===== config.mk =====
export PLATFORM = sky130hd
export DESIGN_NAME = tdm_demux_rx
export DESIGN_NICKNAME = d
export VERILOG_FILES = /design/src/rtl/tdm_demux_rx.sv
export SDC_FILE = /design/constraint.sdc
export NUM_CORES = 1
export LEC_CHECK = 0
export CAP_MARGIN = 20
export CORE_UTILIZATION = 56
export CTS_CLUSTER_SIZE = 14
export DETAILED_ROUTE_END_ITERATION = 10
export DONT_BUFFER_PORTS = 1
export MAX_ROUTING_LAYER = met4
export PLACE_DENSITY_LB_ADDON = 0.15
export SYNTH_ARGS = -nofsm -noshare
export SYNTH_HDL_FRONTEND = slang
export SYNTH_SLANG_ARGS = --single-unit

===== constraint.sdc =====
create_clock -name Clk -period 2.5 [get_ports Clk]
set_input_delay 0.5 -clock Clk [delete_from_list [all_inputs] [get_ports Clk]]
set_output_delay 0.5 -clock Clk [all_outputs]
set_load 0.01 [all_outputs]

===== src/rtl/tdm_demux_rx.sv =====
// tdm_demux_rx: receive side of the 2:1 bit-serial TDM link.
// Locks to frame sync, splits even/odd slots, and buffers word pairs.
module tdm_demux_rx #(
  parameter int W = 8
) (
  input  logic         Clk,
  input  logic         Rst,
  input  logic         In_bit,
  input  logic         In_valid,
  input  logic         Sync,
  output logic [W-1:0] Out0,
  output logic [W-1:0] Out1,
  output logic         Out_valid,
  input  logic         Out_ready,
  output logic         Locked,
  output logic         Overflow
);

  localparam int SW = $clog2(2 * W);
  localparam logic [SW-1:0] LAST = SW'(2 * W - 1);
  localparam logic [SW-1:0] ONE  = SW'(1);

  typedef enum logic {
    HUNT,
    RECV
  } st_t;

  st_t           st;
  st_t           st_nxt;
  logic [SW-1:0] slot;
  logic [SW-1:0] slot_nxt;
  logic [SW-1:0] wslot;
  logic [W-1:0]  sh0;
  logic [W-1:0]  sh1;
  logic [W-1:0]  sh0_nxt;
  logic [W-1:0]  sh1_nxt;
  logic          wr;
  logic          done;

  // Frame alignment FSM, slot counter and per-channel word assembly
  always_comb begin
    st_nxt   = st;
    slot_nxt = slot;
    sh0_nxt  = sh0;
    sh1_nxt  = sh1;
    wslot    = slot;
    wr       = 1'b0;
    done     = 1'b0;
    unique case (st)
      HUNT: begin
        if (In_valid && Sync) begin
          st_nxt   = RECV;
          wr       = 1'b1;
          wslot    = '0;
          sh0_nxt  = '0;
          sh1_nxt  = '0;
          slot_nxt = ONE;
        end
      end
      RECV: begin
        if (In_valid) begin
          wr = 1'b1;
          if (Sync) begin
            // realign: partial frame is thrown away
            wslot    = '0;
            sh0_nxt  = '0;
            sh1_nxt  = '0;
            slot_nxt = ONE;
          end else if (slot == LAST) begin
            done     = 1'b1;
            slot_nxt = '0;
          end else begin
            slot_nxt = slot + ONE;
          end
        end
      end
    endcase
    if (wr) begin
      if (wslot[0]) begin
        sh1_nxt[wslot[SW-1:1]] = In_bit;
      end else begin
        sh0_nxt[wslot[SW-1:1]] = In_bit;
      end
    end
  end

  // State, slot and shift register update
  always_ff @(posedge Clk) begin
    if (Rst) begin
      st   <= HUNT;
      slot <= '0;
      sh0  <= '0;
      sh1  <= '0;
    end else begin
      st   <= st_nxt;
      slot <= slot_nxt;
      sh0  <= sh0_nxt;
      sh1  <= sh1_nxt;
    end
  end

  // One-entry output buffer; a completion into a stalled full buffer is lost
  always_ff @(posedge Clk) begin
    if (Rst) begin
      Out0      <= '0;
      Out1      <= '0;
      Out_valid <= 1'b0;
      Overflow  <= 1'b0;
    end else if (done) begin
      if (!Out_valid || Out_ready) begin
        Out0      <= sh0_nxt;
        Out1      <= sh1_nxt;
        Out_valid <= 1'b1;
      end else begin
        Overflow <= 1'b1;
      end
    end else if (Out_valid && Out_ready) begin
      Out_valid <= 1'b0;
    end
  end

  assign Locked = (st == RECV);

endmodule


# Yosys cells after proc, flatten, opt, wreduce, memory -nomap -nowiden
# Cells that the tools add are included.
word_totals:
  elab_cells: 63
  input_bits: 6
  reg_bits: 39
  out_inout_bits: 19
classes:
  eq_ne: 4
  bitwise: 2
  reduce_logical: 10
  add_sub_neg: 1
  order_cmp: 2
  muxes: 36
op_table:
  columns: ["cell", "n"]
  rows:
  - ["two-way mux 8 bit", 10]
  - ["case mux 8 bit (2 select lines)", 2]
  - ["two-way mux 4 bit", 7]
  - ["bitwise mux 8 bit", 2]
  - ["case mux 4 bit (2 select lines)", 2]
  - ["two-way mux 1 bit", 11]
  - ["AND reduction 2 bit", 4]
  - ["adder 4 x 1 -> 4 bit, second input constant", 1]
  - ["equality test 4 bit, second input constant", 1]
  - ["less-than comparator 3 x 4 -> 1 bit, second input constant", 1]
  - ["!= test 2 bit, second input constant", 2]
  - ["demux 1 bit (select 3 bit)", 1]
  - ["greater-or-equal comparator 3 x 1 -> 1 bit, second input constant", 1]
  - ["logical AND 1 bit", 3]
  - ["!= test 2 x 1 -> 1 bit, second input constant", 1]
  - ["inverter 1 bit", 2]
  - ["case mux 1 bit (2 select lines)", 1]
  - ["nonzero test 2 bit", 1]
  - ["logical NOT 1 bit", 1]
  - ["logical OR 1 bit", 1]

# Logic depth before layout (Yosys ltp)
depth:
  word_depth: 10
  ltp_mapped: 6
  ltp_nobuf: 5

# Least setup slack after synthesis
# OpenSTA, ideal clock, no wires.
synth_timing:
  path_type: "input -> register"
  from: "input Sync"
  to: "register Out1[1]"
  stages: 5
  path_slack_ps: 958
  setup_time_ps: 133
  arrival_ps: 1409
  path_cell_list: "nand3b_1 -> buf_2 -> nor4_2 -> mux2i_1 -> a211oi_2"
synth_between:
  elab_chain_len: 10
  word_cells_on_any_way: 23
  cone_classes: "order compare (2); mux (18); reduce/logical (3)"
synth_rtl:
  columns: ["item", "line_no", "source"]
  rows:
  - ["start, declared", "10", "input logic Sync,"]
  - ["two-way mux 4 bit or logical AND 1 bit (tied branches)", "63, 51", null]
  - ["two-way mux 4 bit, on equally long branches", "61, 51", null]
  - ["case mux 4 bit (2 select lines)", "49", "unique case (st)"]
  - ["less-than comparator 3 x 4 -> 1 bit (implied by the code) or greater-or-equal comparator 3 x 1 -> 1 bit (tied branches)", "80", "sh1_nxt[wslot[SW-1:1]] = In_bit;"]
  - ["logical AND 1 bit (implied by the code)", "80", null]
  - ["two-way mux 1 bit (implied by the code)", "80", null]
  - ["demux 1 bit (select 3 bit)", "80", null]
  - ["bitwise mux 8 bit", "80", null]
  - ["two-way mux 8 bit", "79", "if (wslot[0]) begin"]
  - ["two-way mux 8 bit", "78", "if (wr) begin"]
  - ["end signal, assigned", "112", "Out1 <= sh1_nxt;"]
  - ["end, declared", "12", "output logic [W-1:0] Out1,"]
# Parallel ways exist; a longest one is shown, timed or not.
# A chain may end at the register's enable or synchronous reset.

# Final worst setup path
layout_timing:
  from: "register slot[1]"
  to: "register Out0[0]"
layout_between:
  elab_chain_len: 10
  word_cells_on_any_way: 18
  cone_classes: "order compare (2); eq/ne (1); mux (13); reduce/logical (2)"
layout_rtl:
  columns: ["item", "line_no", "source"]
  rows:
  - ["start, declared", "30", "logic [SW-1:0] slot;"]
  - ["start signal, assigned", "96", "slot <= slot_nxt;"]
  - ["two-way mux 4 bit", "63", "if (Sync) begin"]
  - ["two-way mux 4 bit", "61", "if (In_valid) begin"]
  - ["case mux 4 bit (2 select lines)", "49", null]
  - ["less-than comparator 3 x 4 -> 1 bit (implied by the code) or greater-or-equal comparator 3 x 1 -> 1 bit (tied branches)", "82", "sh0_nxt[wslot[SW-1:1]] = In_bit;"]
  - ["logical AND 1 bit (implied by the code)", "82", null]
  - ["two-way mux 1 bit (implied by the code)", "82", null]
  - ["demux 1 bit (select 3 bit)", "82", null]
  - ["bitwise mux 8 bit", "82", null]
  - ["two-way mux 8 bit", "79", null]
  - ["two-way mux 8 bit", "78", null]
  - ["end signal, assigned", "111", "Out0 <= sh0_nxt;"]
  - ["end, declared", "11", "output logic [W-1:0] Out0,"]
# Parallel ways exist; a longest one is shown, timed or not.

==> flow_metrics.env <==
export IMPL_hold_path_class="primary input to flip-flop"
export IMPL_p_leak_nw=0.591
export IMPL_crit_arrival_ns=2.31
export IMPL_drt_wl_total_um=3250
export IMPL_cp_start_kind="flip-flop"
export IMPL_tns_ns=0
export IMPL_syn_avg_cell_area_um2=8.83
export IMPL_final_max_slew_violation_count=0
export IMPL_wl_met2_um=1500
export IMPL_setup_viol=0
export IMPL_finClkSkew_ns=0.00985
export IMPL_coreArea_um2=2830
export IMPL_crit_start="slot[1]$_SDFFE_PP0P_"
export IMPL_syn_inst=194
export IMPL_holdWs_ns=0.200
export IMPL_synth_enable_flop_cells=0
export IMPL_start_util_pct=60.5
export IMPL_finalHoldViolCount=0
export IMPL_root_buffer="clkbuf_4"
export IMPL_yosysSeqAreaShare_pct=45.6
export IMPL_fin_nets=193
export IMPL_dr_pass1_iters=4
export IMPL_critPathCaptureType="flip-flop"
export IMPL_cts_tree="yes"
export IMPL_ant_nets=0
export IMPL_powerDensity_nw_per_um2=659
export IMPL_ys_seq_elements=39
export IMPL_rsz0062_at_grt="false"
export IMPL_drc=0
export IMPL_htree_levels=2
export IMPL_cts_resized=0
export IMPL_grt_antenna_before_repair=0
export IMPL_syn2layout_area_growth_pct=4.38
export IMPL_crit_type="flip-flop to flip-flop"
export IMPL_crit_end="Out0[0]$_SDFFE_PP0P_"
export IMPL_syn_area_um2=1710
export IMPL_ir_drop_mv=0.499
export IMPL_cts_hold_buf=0
export IMPL_port_buffers=0
export IMPL_die_h_um=57.3
export IMPL_synth_warnings=0
export IMPL_min_period_ns=2.04
export IMPL_r2r_slack_ns=0.46
export IMPL_tightest_slew_ns=0.444
export IMPL_grt_ovfl_total=0
export IMPL_max_slew_margin_rel_pct=70.4
export IMPL_synth_ff_type="dfxtp_1"
export IMPL_grt_total_usage_pct=23.9
export IMPL_syn_nets=201
export IMPL_gp_congestion=0.882
export IMPL_clockBufferDepth=2
export IMPL_post_cts_buffers=0
export IMPL_dieArea_um2=3280
export IMPL_grt_pass1_wl_um=5810
export IMPL_die_w_um=57.3
export IMPL_hpwl_um=2180
export IMPL_insertion_delay_ns=0.35
export IMPL_ys_async_sr_fraction_pct=0
export IMPL_ios=25
export IMPL_clock_fmax_ghz=0.491
export IMPL_drv_cap=0
export IMPL_timing_rr_end="Out0[0]$_SDFFE_PP0P_"
export IMPL_via_count=1335
export IMPL_grt_pass1_vias=1257
export IMPL_cts_sinks=39
export IMPL_drtIter0Drc=59
export IMPL_required_ns=2.77
export IMPL_period_share_pct=81.4
export IMPL_wl_met1_um=1520
export IMPL_numCtsBuffers=5
export IMPL_antenna_diode_count=0
export IMPL_path_clk_slew_ns=0.12
export IMPL_viasPerCell=6.12
export IMPL_met3_length_um=187
export IMPL_top_layer="met4"
export IMPL_cp_max_fo=32
export IMPL_synth_distinct_cells=37
export IMPL_status="completed"
export IMPL_grt_max_degree=34
export IMPL_drive_gt1_share_pct=7.49
export IMPL_rr_worst_depth=6
export IMPL_regToRegStartpoint="slot[1]$_SDFFE_PP0P_"
export IMPL_rows=19
export IMPL_total_power_mw=1.18
export IMPL_wl_per_cell_um=14.9
## cell usage in the layout (no fill, tap or decap), drive strengths merged, types with 2 or more instances in the layout
master   instances
nor2            40
dfxtp           39
a211oi          16
mux2i            9
nand2            8
a21oi            7
nand2b           6
nor3             6
o311a            6
clkbuf           6
inv              5
o21ai            5
a31oi            5
nor2b            4
o2111ai          3
a41oi            2
bufinv           2
buf              2
nor4             2
and2             2
## layer usage
metal	global-route usage, %	up-vias
met5	-	-
met4	10.5	0
met3	6.58	6
met2	36.5	32
met1	29.8	611
li1	-	686
## how the worst min path moves through the flow
stage                            startpoint                   end  slack, ns  depth (start not counted)
final                                   Rst  slot[0]$_SDFFE_PP0P_       0.20                          1
after global routing                    Rst     sh1[0]$_SDFF_PP0_       0.17                          1
after CTS                               Rst  Out0[4]$_SDFFE_PP0P_       0.20                          1
after detailed placement  sh1[0]$_SDFF_PP0_     sh1[0]$_SDFF_PP0_       0.49                          2
after global placement    sh1[0]$_SDFF_PP0_     sh1[0]$_SDFF_PP0_       0.48                          2
after floorplan           sh1[0]$_SDFF_PP0_     sh1[0]$_SDFF_PP0_       0.46                          2
## cell type report
class | instances | area (um^2)
fillers | 248 | 1040
clock inverters | 2 | 60.1
well taps | 31 | 38.8
clock buffers | 6 | 41.3
flip-flops and latches | 39 | 781
inverters | 5 | 18.8
multi-input cells | 133 | 833
repair buffers | 2 | 15.0
## cells in the mapped netlist (2+ instances only)
cell type | n | share of area (%)
nand2_1 | 7 | 1.5
buf_2 | 4 | 1.2
o21ai_0 | 5 | 1.5
mux2i_1 | 9 | 5.3
o311a_1 | 6 | 3.5
a41oi_1 | 2 | 1.0
clkbuf_1 | 9 | 2.0
buf_4 | 3 | 1.3
a31oi_1 | 5 | 1.8
nand2b_1 | 6 | 2.2
nor2b_1 | 4 | 1.5
a21oi_1 | 7 | 2.0
dfxtp_1 | 39 | 46
a211oi_1 | 15 | 6.6
nor3_1 | 6 | 1.8
o2111ai_1 | 3 | 1.5
nor2_1 | 40 | 8.8
inv_1 | 5 | 1.1
## critical path: stages, from the launching register on
cell	delay, ns
dfxtp_1	0.61
ha_1	0.29
nand2_1	0.13
nor4_4	0.27
buf_4	0.33
nor2_1	0.07
a211oi_1	0.23
## power breakdown
part | internal, mW | switching (mW)
clock | 0.312 | 0.204
combinational | 0.0122 | 0.0187
sequential | 0.625 | 0.00667
total | 0.949 | 0.229
## sequential cells by signal, indices dropped and copies added, names as in the netlist
register and cells:
Locked 1, sh1 8, Out1 8, Out_valid 1, sh0 8, Overflow 1, slot 4, Out0 8
## stage by stage
| step | util (%) | setup slack, ns | area (um^2) | std cells |
|---|---|---|---|---|
| floorplan | - | 0.958 | 1710 | 194 |
| global placement | 59.6 | 0.604 | 1690 | 210 |
| detailed placement | 59.6 | 0.530 | 1690 | 210 |
| CTS | 63.2 | 0.492 | 1790 | 218 |
| global route | 63.2 | 0.222 | 1790 | 218 |
| finish | 63.2 | 0.464 | 1790 | 218 |
## kinds of logic after synthesis
group	after synthesis	share of synthesized area, %
mux	9	5.26
fa+ha+maj	1	0.730
buf+inv	22	5.77
flops	39	45.6
simple gates	73	21.0
compound gates	50	21.6
(Power assumes the default switching activity.)
